`config.mk`:
```
export PLATFORM = sky130hd
export DESIGN_NAME = stage_if
export DESIGN_NICKNAME = d
export VERILOG_FILES = /design/src/rtl/stage_if.sv
export SDC_FILE = /design/constraint.sdc
export NUM_CORES = 1
export LEC_CHECK = 0
export ABC_AREA = 1
export CORE_MARGIN = 8
export CORE_UTILIZATION = 40
export CTS_BUF_LIST = sky130_fd_sc_hd__clkbuf_4 sky130_fd_sc_hd__clkbuf_8
export CTS_CLUSTER_SIZE = 24
export DETAILED_ROUTE_END_ITERATION = 7
export DONT_BUFFER_PORTS = 1
export PLACE_DENSITY = 0.6
export SKIP_CTS_REPAIR_TIMING = 1
export SYNTH_ARGS = -nofsm -noshare
export SYNTH_HDL_FRONTEND = slang
export SYNTH_SLANG_ARGS = --single-unit
```
`constraint.sdc`:
```
create_clock -name clk -period 7.1 [get_ports clk]
set_input_delay 0.71 -clock clk [delete_from_list [all_inputs] [get_ports clk]]
set_output_delay 0.71 -clock clk [all_outputs]
set_load 0.02 [all_outputs]
```
`src/rtl/stage_if.sv`:
```
// Instruction fetch stage: drives instruction memory requests and fills the IF/DE buffer.
// A skid register absorbs a response that arrives during a stall. A 2-bit BHT predicts conditional branches.
module stage_if #(
  parameter logic [31:0] RESET_PC = 32'h00000060,
  parameter int          BHT_IDX  = 4
) (
  input  logic        clk,
  input  logic        rst,
  input  logic        stall,
  input  logic        flush,
  input  logic [31:0] redirect_pc,
  input  logic        resolve_valid,
  input  logic [31:0] resolve_pc,
  input  logic        resolve_taken,
  output logic        imem_read,
  output logic [31:0] imem_address,
  input  logic [31:0] imem_rdata,
  input  logic        imem_resp,
  output logic [31:0] pc_buffer_out,
  output logic [31:0] pc_plus4_buffer_out,
  output logic [31:0] ir_data,
  output logic        prev_prediction,
  output logic        valid_out
);

  localparam int BHT_DEPTH = 1 << BHT_IDX;
  localparam logic [6:0] OPC_BRANCH = 7'b1100011;

  typedef enum logic [1:0] {
    ST_REQ,
    ST_HOLD,
    ST_DRAIN
  } state_e;

  state_e      state_q;
  logic [31:0] pc_q;
  logic [31:0] target_q;
  logic        read_q;
  logic [31:0] pcBuf_q;
  logic [31:0] pc4Buf_q;
  logic [31:0] ir_q;
  logic        pred_q;
  logic        valid_q;
  logic [31:0] skidData_q;
  logic        skidPred_q;

  logic [1:0]  bht_q [BHT_DEPTH];
  logic [1:0]  bhtEntry_d;

  logic [BHT_IDX-1:0] fetchIdx;
  logic [BHT_IDX-1:0] resolveIdx;
  logic               fetchPred;
  logic [31:0]        fetchNext;
  logic [31:0]        skidNext;
  logic               unusedBits;

  function automatic logic [31:0] bImm(input logic [31:0] w);
    return {{20{w[31]}}, w[7], w[30:25], w[11:8], 1'b0};
  endfunction

  assign fetchIdx   = pc_q[BHT_IDX+1:2];
  assign resolveIdx = resolve_pc[BHT_IDX+1:2];
  assign unusedBits = ^{resolve_pc[31:BHT_IDX+2], resolve_pc[1:0]};

  // The BHT is read before this cycle's resolve update lands, so a same-index update is not seen yet.
  always_comb begin
    fetchPred = (imem_rdata[6:0] == OPC_BRANCH) && bht_q[fetchIdx][1];
    fetchNext = fetchPred ? pc_q + bImm(imem_rdata) : pc_q + 32'd4;
    skidNext  = skidPred_q ? pc_q + bImm(skidData_q) : pc_q + 32'd4;
  end

  always_comb begin
    bhtEntry_d = bht_q[resolveIdx];
    if (resolve_taken && bhtEntry_d != 2'b11) begin
      bhtEntry_d = bhtEntry_d + 2'b01;
    end else if (!resolve_taken && bhtEntry_d != 2'b00) begin
      bhtEntry_d = bhtEntry_d - 2'b01;
    end
  end

  always_ff @(posedge clk) begin
    if (rst) begin
      bht_q <= '{default: 2'b01};
    end else if (resolve_valid) begin
      bht_q[resolveIdx] <= bhtEntry_d;
    end
  end

  // Fetch FSM. The PC only advances once an instruction lands in the IF/DE buffer, so in HOLD
  // pc_q is still the skid instruction's address.
  always_ff @(posedge clk) begin
    if (rst) begin
      state_q    <= ST_REQ;
      pc_q       <= RESET_PC;
      target_q   <= '0;
      read_q     <= 1'b1;
      pcBuf_q    <= '0;
      pc4Buf_q   <= '0;
      ir_q       <= '0;
      pred_q     <= 1'b0;
      valid_q    <= 1'b0;
      skidData_q <= '0;
      skidPred_q <= 1'b0;
    end else if (flush) begin
      valid_q    <= 1'b0;
      ir_q       <= '0;
      pred_q     <= 1'b0;
      skidData_q <= '0;
      skidPred_q <= 1'b0;
      read_q     <= 1'b1;
      // An outstanding request must complete before the redirect target can be issued.
      if (state_q != ST_HOLD && !imem_resp) begin
        target_q <= redirect_pc;
        state_q  <= ST_DRAIN;
      end else begin
        pc_q    <= redirect_pc;
        state_q <= ST_REQ;
      end
    end else begin
      case (state_q)
        ST_REQ: begin
          if (imem_resp) begin
            if (stall) begin
              skidData_q <= imem_rdata;
              skidPred_q <= fetchPred;
              read_q     <= 1'b0;
              state_q    <= ST_HOLD;
            end else begin
              pcBuf_q  <= pc_q;
              pc4Buf_q <= pc_q + 32'd4;
              ir_q     <= imem_rdata;
              pred_q   <= fetchPred;
              valid_q  <= 1'b1;
              pc_q     <= fetchNext;
            end
          end else if (!stall) begin
            valid_q <= 1'b0;
            ir_q    <= '0;
            pred_q  <= 1'b0;
          end
        end
        ST_HOLD: begin
          if (!stall) begin
            pcBuf_q  <= pc_q;
            pc4Buf_q <= pc_q + 32'd4;
            ir_q     <= skidData_q;
            pred_q   <= skidPred_q;
            valid_q  <= 1'b1;
            pc_q     <= skidNext;
            read_q   <= 1'b1;
            state_q  <= ST_REQ;
          end
        end
        ST_DRAIN: begin
          if (imem_resp) begin
            pc_q    <= target_q;
            state_q <= ST_REQ;
          end
          if (!stall) begin
            valid_q <= 1'b0;
            ir_q    <= '0;
            pred_q  <= 1'b0;
          end
        end
        default: begin
          state_q <= ST_REQ;
          read_q  <= 1'b1;
        end
      endcase
    end
  end

  assign imem_read           = read_q;
  assign imem_address        = pc_q;
  assign pc_buffer_out       = pcBuf_q;
  assign pc_plus4_buffer_out = pc4Buf_q;
  assign ir_data             = ir_q;
  assign prev_prediction     = pred_q;
  assign valid_out           = valid_q;

endmodule

```
# Word level (Yosys, flattened, before mapping)
# Cells that the tools add are included.
# W data, S select, Z words.
# totals
ff_bits	230
out_inout_bits	131
# op_classes
n_bitwise	4
mux	51
n_lt_le_gt_ge	3
reduce_logical	20
eq_ne	15
add_sub_neg	5
# ops
operator	count
$mux W32	16
$pmux W32 S3	2
$pmux W32 S2	2
$add A32 B32 Y32	2
$add A32 B3 Y32 const B	1
$bwmux W32	1
$mux W2	13
$ne A3 B3 Y1 const B	6
$bmux W2 S4	2
$ge A5 B5 Y1 const B	2
$mux W1	10
$ne A2 B2 Y1 const B	5
$not A4 Y5	2
$pmux W1 S3	3
$reduce_and A3 Y1	3
$demux W2 S4	1
$reduce_and A4 Y1	2
$eq A7 B7 Y1 const B	1
$pmux W2 S3	1
$reduce_and A6 Y1	1
$logic_and A1 B1 Y1	5
$lt A5 B1 Y1 const B	1
$reduce_bool A2 Y1	2
$reduce_bool A4 Y1	1
11 further kinds	13

# Longest topological paths before layout
# Gate-level depths: netlist of the first run.
# depth
word_depth	10
mapped_depth	17

# Worst setup path after synthesis of the first run
# Ideal clock, no wire load.
# synth_timing
path_kind	input port to flip-flop
startpoint	in resolve_pc[3]
endpoint	reg bht_q[0] in the netlist's numbering
path_stages	15
path_slack_ps	4635
t_arrival_ps	2331
path_cell_list	nand2_1 > inv_2 > a22oi_1 > o221ai_1 > nand2_1 > nand2_1 > nor2_2 > inv_1 > ha_1 > nor2_1 > nor2_1 > xnor2_4 > buf_4 > nand2_1 > nand3_1
# synth_via
elab_chain_cells	9
word_cells_on_any_way	18
cone_classes	add/sub (2); order compare (2); eq/ne (1); mux (8); bitwise (1); reduce/logical (4)
# synth_rtl
item	line_no	text
start: declaration	13	input logic [31:0] resolve_pc,
$not A4 Y5 (not written as such) (*)	73, 85	
branches (longest 7 deep; another with $sub A2 B1 Y2)	--	
$bwmux W32 (*)	85	bht_q[resolveIdx] <= bhtEntry_d;
end signal: indexed assignment	85	
end: declaration	47	logic [1:0] bht_q [BHT_DEPTH];
# Mark *: on every way between the ends. The select of a mux whose other input is x is not followed.
# A chain may end at the register's enable or synchronous reset.

# Worst setup path in the final report of the first run
# layout_timing
startpoint	reg state_q[1]
endpoint	reg pc4Buf_q[10] (netlist: pc_plus4_buffer_out[10])
# layout_via
elab_chain_cells	3
word_cells_on_any_way	6
cone_classes	eq/ne (2); mux (1); reduce/logical (3)
# layout_rtl
item	line_no	text
start: declaration	35	state_e state_q;
start signal: assignment	93	state_q <= ST_REQ;
start signal: assignment	114	state_q <= ST_DRAIN;
start signal: assignment	117	state_q <= ST_REQ;
$eq A2 B1 Y1 or $logic_not A2 Y1 (tied branches)	120	case (state_q)
$reduce_bool A2 Y1 (no line) or $ne A2 B2 Y1 (tied branches)	--	
$reduce_and A3 Y1 (no line)	--	
end signal: assignment	130	pc4Buf_q <= pc_q + 32'd4;
end signal: assignment	145	pc4Buf_q <= pc_q + 32'd4;
end: declaration	40	logic [31:0] pc4Buf_q;
# Several ways; a longest one is shown, not always the timed one.

==> results of run 1 <==
## layout by cell type, fill, tap and decap left out, types with 9 or more instances in the layout
cell type / Yosys / routed
nor2_1: 248 / 246
o21bai_1: 9 / 9
clkbuf_8: 0 / 50
buf_4: 5 / 16
clkbuf_4: 0 / 11
nor3_1: 26 / 26
xnor2_1: 10 / 10
o21ai_1: 23 / 23
ha_1: 67 / 67
a22oi_1: 13 / 13
nand3_1: 206 / 206
xor2_1: 27 / 27
inv_2: 12 / 12
inv_1: 304 / 303
o211ai_1: 10 / 10
nand2_1: 568 / 568
dfxtp_1: 228 / 228
o21ai_0: 268 / 268
or2_2: 29 / 29
a21oi_1: 276 / 276
nand4_1: 13 / 13
## cells by family (layout without fill, tap and decap cells)
kind of cell	after synthesis	count (layout)	share of synthesized area (%)
XOR/XNOR	38	38	2.255
adder cells (fa/ha/maj)	69	69	5.633
buffers and inverters	425	409	10.70
AO/OA/AOI/OAI	631	631	21.33
AND/OR/NAND/NOR	1126	1126	30.75
multiplexers	1	1	0.06419
flip-flops	228	228	29.27
## how the worst min path moves through the flow
stage / startpoint / endpoint / slack, ps / cells past startpoint
5_1_grt: rst / imem_address[1] / 130 / 1
3_3_place_gp: skidData_q[24] / skidData_q[24] / 430 / 2
2_1_floorplan: skidData_q[0] / skidData_q[0] / 420 / 2
6_report: rst / imem_address[18] / 160 / 1
4_1_cts: rst / imem_address[18] / 120 / 1
3_5_place_dp: target_q[9] / target_q[9] / 440 / 2
## where the power goes
group	switching, mW	internal [mW]	leakage [nW]
registers	0.265	1.38	1.86
logic	0.823	0.357	4.93
clock network	0.603	0.855	0.502
total	1.69	2.59	7.29
## critical path, stage by stage (launching register included)
cell and delay, ps:
dfxtp_1 330, inv_1 80, ha_1 710, inv_2 490, o21ai_0 270, nand3_1 90
buf_4 230, inv_2 700, buf_4 470, nand2_1 110, o211ai_1 100, inv_1 50
## final cells by class
cell class	instances	area (µm²)	area share, %
multi-input cells	1865	9366	55.53
flip-flops and latches	228	4564	27.06
inverters	319	1199	7.107
clock buffers	61	770.7	4.570
well taps	518	648.1	3.843
clock inverters	13	197.7	1.172
repair buffers	16	120.1	0.7122
## per-layer routing
| metal | up-vias | wire length [µm] |
|---|---|---|
| met3 | 99 | 5811 |
| met2 | 634 | 26940 |
| met5 | - | 0 |
| met4 | 0 | 1724 |
| met1 | 7629 | 26300 |
| li1 | 8182 | - |
## flip-flops by register name, indices dropped and copies added, names as in the netlist, 2 cells and up, named ones only
register             cells
bht_q                   32
imem_address            32
ir_data                 32
pc_buffer_out           30
pc_plus4_buffer_out     32
skidData_q              32
state_q                  2
target_q                32
## per-stage QoR
step	instance area (µm²)	cells	util [%]	power (mW)	worst slack (ps)
after global routing	16870	3020	43.74	4.512	3007
final	16870	3020	43.74	4.281	3297
after global placement	15900	2946	41.23	2.808	3458
after floorplan	15590	2518	-	2.429	4635
after detailed placement	15900	2946	41.23	2.823	3369
after CTS	16870	3020	43.74	4.288	3361
==> flow_summary.json, run 1 <==
{
  "clock-sinks": 228,
  "timing.rr.end": "pc_plus4_buffer_out[10]",
  "final_antenna_net_count": 0,
  "setup_viol": 0,
  "wl_per_cell_um": 20.12,
  "async_reset_ff_share_pct": 0,
  "rows": 72,
  "vias": 16540,
  "firstDrtPassIters": 6,
  "reg2reg_from": "state_q[1]",
  "use_met1_pct": 33.72,
  "ys_seq_area_share_pct": 29.27,
  "path_max_fanout": 69,
  "die_w_um": 213.4,
  "status": "finished clean",
  "syn_inst": 2518,
  "coreArea_um2": 38560,
  "yosysTopAreaCellShare_pct": 29.27,
  "htree_levels": 2,
  "grt_first_pass_wirelength_mm": 89.73,
  "rsz0062_at_grt": "no",
  "synth_edf_count": 0,
  "drv_cap": 0,
  "maxSlewViolCount": 0,
  "hold_viol": 0,
  "yosys.cell_types.count": 56,
  "gr-usage-met2_pct": 40.08,
  "synth_area_um2": 15590,
  "yosysMostFrequentCell": "nand2_1",
  "synth_flop_cell": "dfxtp_1",
  "finalCritPeriodShare_pct": 53.56,
  "postSynthAreaPerCell_um2": 6.193,
  "synth_commonest_cells": "568 x nand2_1, 304 x inv_1, 276 x a21oi_1",
  "port_buffers": 0,
  "antenna_found_initial": 0,
  "setup-tns-final_ps": 0,
  "gr-usage-all-layers_pct": 25.52,
  "r2r_slack_ps": 3300,
  "viasPerCell": 5.478,
  "num-nets-final": 2645,
  "synth_area_leaders": "dfxtp_1 29%, nand2_1 14%, a21oi_1 8.9%",
  "dpl.hpwl_mm": 46.30,
  "worst_skew_pair.late_latency_ps": 620,
  "drt_iter0_drc": 1582,
  "yosysWarnings": 0,
  "yosys_register_bits": 228,
  "wl_mm": 60.77,
  "startpoint": "state_q[1]",
  "fin_skew_ps": 38.33,
  "cp-endpoint": "pc_plus4_buffer_out[10]",
  "num-fill-cells": 4254,
  "drive_gt1_share_pct": 6.475,
  "cts_tree": "yes",
  "tightest_slew_ps": 1140,
  "overflow": 0,
  "synth_top_area_cell": "dfxtp_1",
  "synth_nets": 2690,
  "die-area_um2": 45560,
  "grt_max_degree": 98,
  "crit_type": "reg -> reg",
  "fmax_mhz": 263.0,
  "route.detailed.drc": 0,
  "clk_pin_slew_ps": 70,
  "grt_use_met3_pct": 7.118,
  "cp-start-kind": "register",
  "die_h_um": 213.4,
  "start_util_pct": 40.44,
  "max-vdd-ir-drop_v": 0.0001421,
  "ios": 234,
  "p_per_area_nw_per_um2": 253.8,
  "min_period_ps": 3803,
  "diodes": 0,
  "syn_to_final_growth_pct": 8.160,
  "critPathRequiredTime_ps": 7590,
  "reg2reg_depth": 11,
  "min_path_type": "in -> reg",
  "gp_congestion": 0.9404,
  "root_buffer": "clkbuf_8",
  "busiest_layer": "met2",
  "cts_buffers": 43,
  "clk_path_buf_depth": 3,
  "cp-end-kind": "register",
  "critPathArrivalTime_ps": 4290,
  "whs_ps": 162.7,
  "leakagePower_nw": 7.293,
  "first_global_vias": 15130,
  "timing.slew.headroom_pct": 23.91
}
Power figures use the tool's default switching activity.
==> run 2: changes to the inputs <==
==> constraint.sdc (replaced) <==
create_clock -name clk -period 3.9 [get_ports clk]
set_input_delay 0.39 -clock clk [delete_from_list [all_inputs] [get_ports clk]]
set_output_delay 0.39 -clock clk [all_outputs]
set_load 0.02 [all_outputs]
==> run 2 against run 1 <==
Net effect: the flow now finishes with violations (negative hold slack); via count grew 3.5%; utilization increased by 1.6 points; fmax up 26%; die area did not move; routed wire length grew 2.5%; combinational power rose by 92%; highest routed layer is now met5.
==> flow_summary.json, run 2 (synthesis gave the netlist of run 1 again) <==
{
  "status": "complete, but fails checks",
  "violations": "negative hold slack",
  "p_int_mw": 4.571,
  "multi_input_area_um2": 9366,
  "final_common_cell": "nand2_1",
  "setup_viol": 0,
  "min_path_type": "in -> reg",
  "start_util_pct": 40.44,
  "coreArea_um2": 38560,
  "worst_skew_pair.late_latency_ps": 630,
  "ios": 234,
  "dpl.hpwl_mm": 46.31,
  "rows": 72,
  "setup-tns-final_ps": 0,
  "num-fill-cells": 4084,
  "critPathArrivalTime_ps": 3520,
  "timing.rr.end": "imem_address[11]",
  "fin_skew_ps": 46.50,
  "cts_tree": "yes",
  "critPathRequiredTime_ps": 4400,
  "cts_buffers": 43,
  "drive_gt1_share_pct": 6.799,
  "drt_iter0_drc": 1690,
  "grt_first_pass_wirelength_mm": 90.98,
  "power.share.switching_pct": 40.68,
  "firstDrtPassIters": 6,
  "syn_to_final_growth_pct": 12.06,
  "combPwrFrac_pct": 29.3,
  "tightest_slew_ps": 1088,
  "fmax_mhz": 331.5,
  "grt_max_degree": 93,
  "fin_ws_ps": 883.3,
  "die_h_um": 213.4,
  "crit_type": "reg -> reg",
  "path_max_fanout": 5,
  "port_buffers": 0,
  "route.detailed.drc": 0,
  "die_w_um": 213.4,
  "finalCritPeriodShare_pct": 77.35,
  "cp-start-kind": "register",
  "whs_ps": -27.57,
  "hold_viol": 6,
  "whs_path_depth": 2,
  "leakagePower_nw": 7.579,
  "first_global_vias": 15440,
  "num-nets-final": 2714,
  "p_sw_mw": 3.135,
  "wl_mm": 62.28,
  "overflow": 0,
  "r2r_slack_ps": 880,
  "htree_levels": 2,
  "pwr-share-seq_pct": 38.5,
  "min_to": "skidData_q[9]",
  "min_from": "imem_rdata[9]",
  "vias": 17120,
  "maxSlewViolCount": 0,
  "mostFrequentLayoutCells": "568 x nand2_1, 303 x inv_1, 276 x a21oi_1",
  "root_buffer": "clkbuf_8",
  "timing.slew.headroom_pct": 27.39,
  "die-area_um2": 45560,
  "p_per_area_nw_per_um2": 441.0,
  "antenna_found_initial": 2,
  "pwr-share-clk_pct": 32.2,
  "gp_congestion": 0.9684,
  "viasPerCell": 5.535,
  "rsz0062_at_grt": "no",
  "clock-sinks": 228,
  "wl_per_cell_um": 20.13,
  "seq_area_um2": 4564,
  "min_period_ps": 3017,
  "gr-usage-all-layers_pct": 25.77,
  "max-vdd-ir-drop_v": 0.0002856,
  "drv_cap": 0,
  "reg2reg_from": "imem_address[1]",
  "clk_pin_slew_ps": 60,
  "clk_path_buf_depth": 3,
  "reg2reg_depth": 13,
  "place_ws_ps": 933.4,
  "final_antenna_net_count": 0,
  "cp-end-kind": "register",
  "final_core_util_pct": 45.32
}
## run 2: layout make-up
type                       instances  share of cell area [%]
clock buffer                      67                   4.704
tap                              518                   3.709
multi-input combinational       1865                   53.60
timing repair buffer              85                   4.568
sequential                       228                   26.12
clock inverter                    10                  0.4225
inverter                         319                   6.860
antenna                            1                 0.01432
## run 2: power by group through the flow
stage               logic (mW)  registers, mW  clock network [mW]
floorplan                 1.57           2.85                   0
global placement          2.13           3.00                   0
detailed placement        2.15           3.00                   0
CTS                       2.16           2.95                2.52
global route              2.52           2.98                2.63
finish                    2.26           2.96                2.48
## run 2: stage by stage
stage	total power [mW]	hold WS (ps)	cell area [µm²]	instances
6_report	7.706	-27.57	17470	3093
4_1_cts	7.634	-202.7	16880	3033
2_1_floorplan	4.422	424.2	15590	2518
3_5_place_dp	5.154	441.6	15990	2956
5_1_grt	8.131	0.2718	17470	3093
3_3_place_gp	5.127	433.5	15990	2956
## run 2: layer usage
metal | up-vias | track usage, % | share of wire [%]
li1 | 8327 | - | -
met1 | 7937 | 34.21 | 43
met2 | 719 | 39.54 | 44
met3 | 134 | 7.790 | 10
met4 | 2 | 8.461 | 3.3
met5 | - | 0 | 0.021
## run 2: worst max-delay path by stage
stage | from | to | slack, ps | cells past startpoint
4_1_cts | imem_address[1] | imem_address[19] | 870 | 15
6_report | imem_address[1] | imem_address[11] | 880 | 13
2_1_floorplan | imem_address[2] | imem_address[19] | 1450 | 15
3_5_place_dp | imem_address[1] | imem_address[19] | 930 | 15
3_3_place_gp | imem_address[1] | imem_address[19] | 970 | 15
5_1_grt | state_q[1] | pc_buffer_out[31] | 660 | 11
## run 2: critical path, cell delays in order, from the launching register on
cell and delay, ps:
dfxtp_1 630, ha_1 360, inv_1 110, fa_1 410
o21ai_1 320, nand2_1 90, nand2_1 180, nand2_1 70
nand2_1 140, xor2_1 120, o211ai_1 180, nand3_1 160
nand2_1 90, inv_1 40
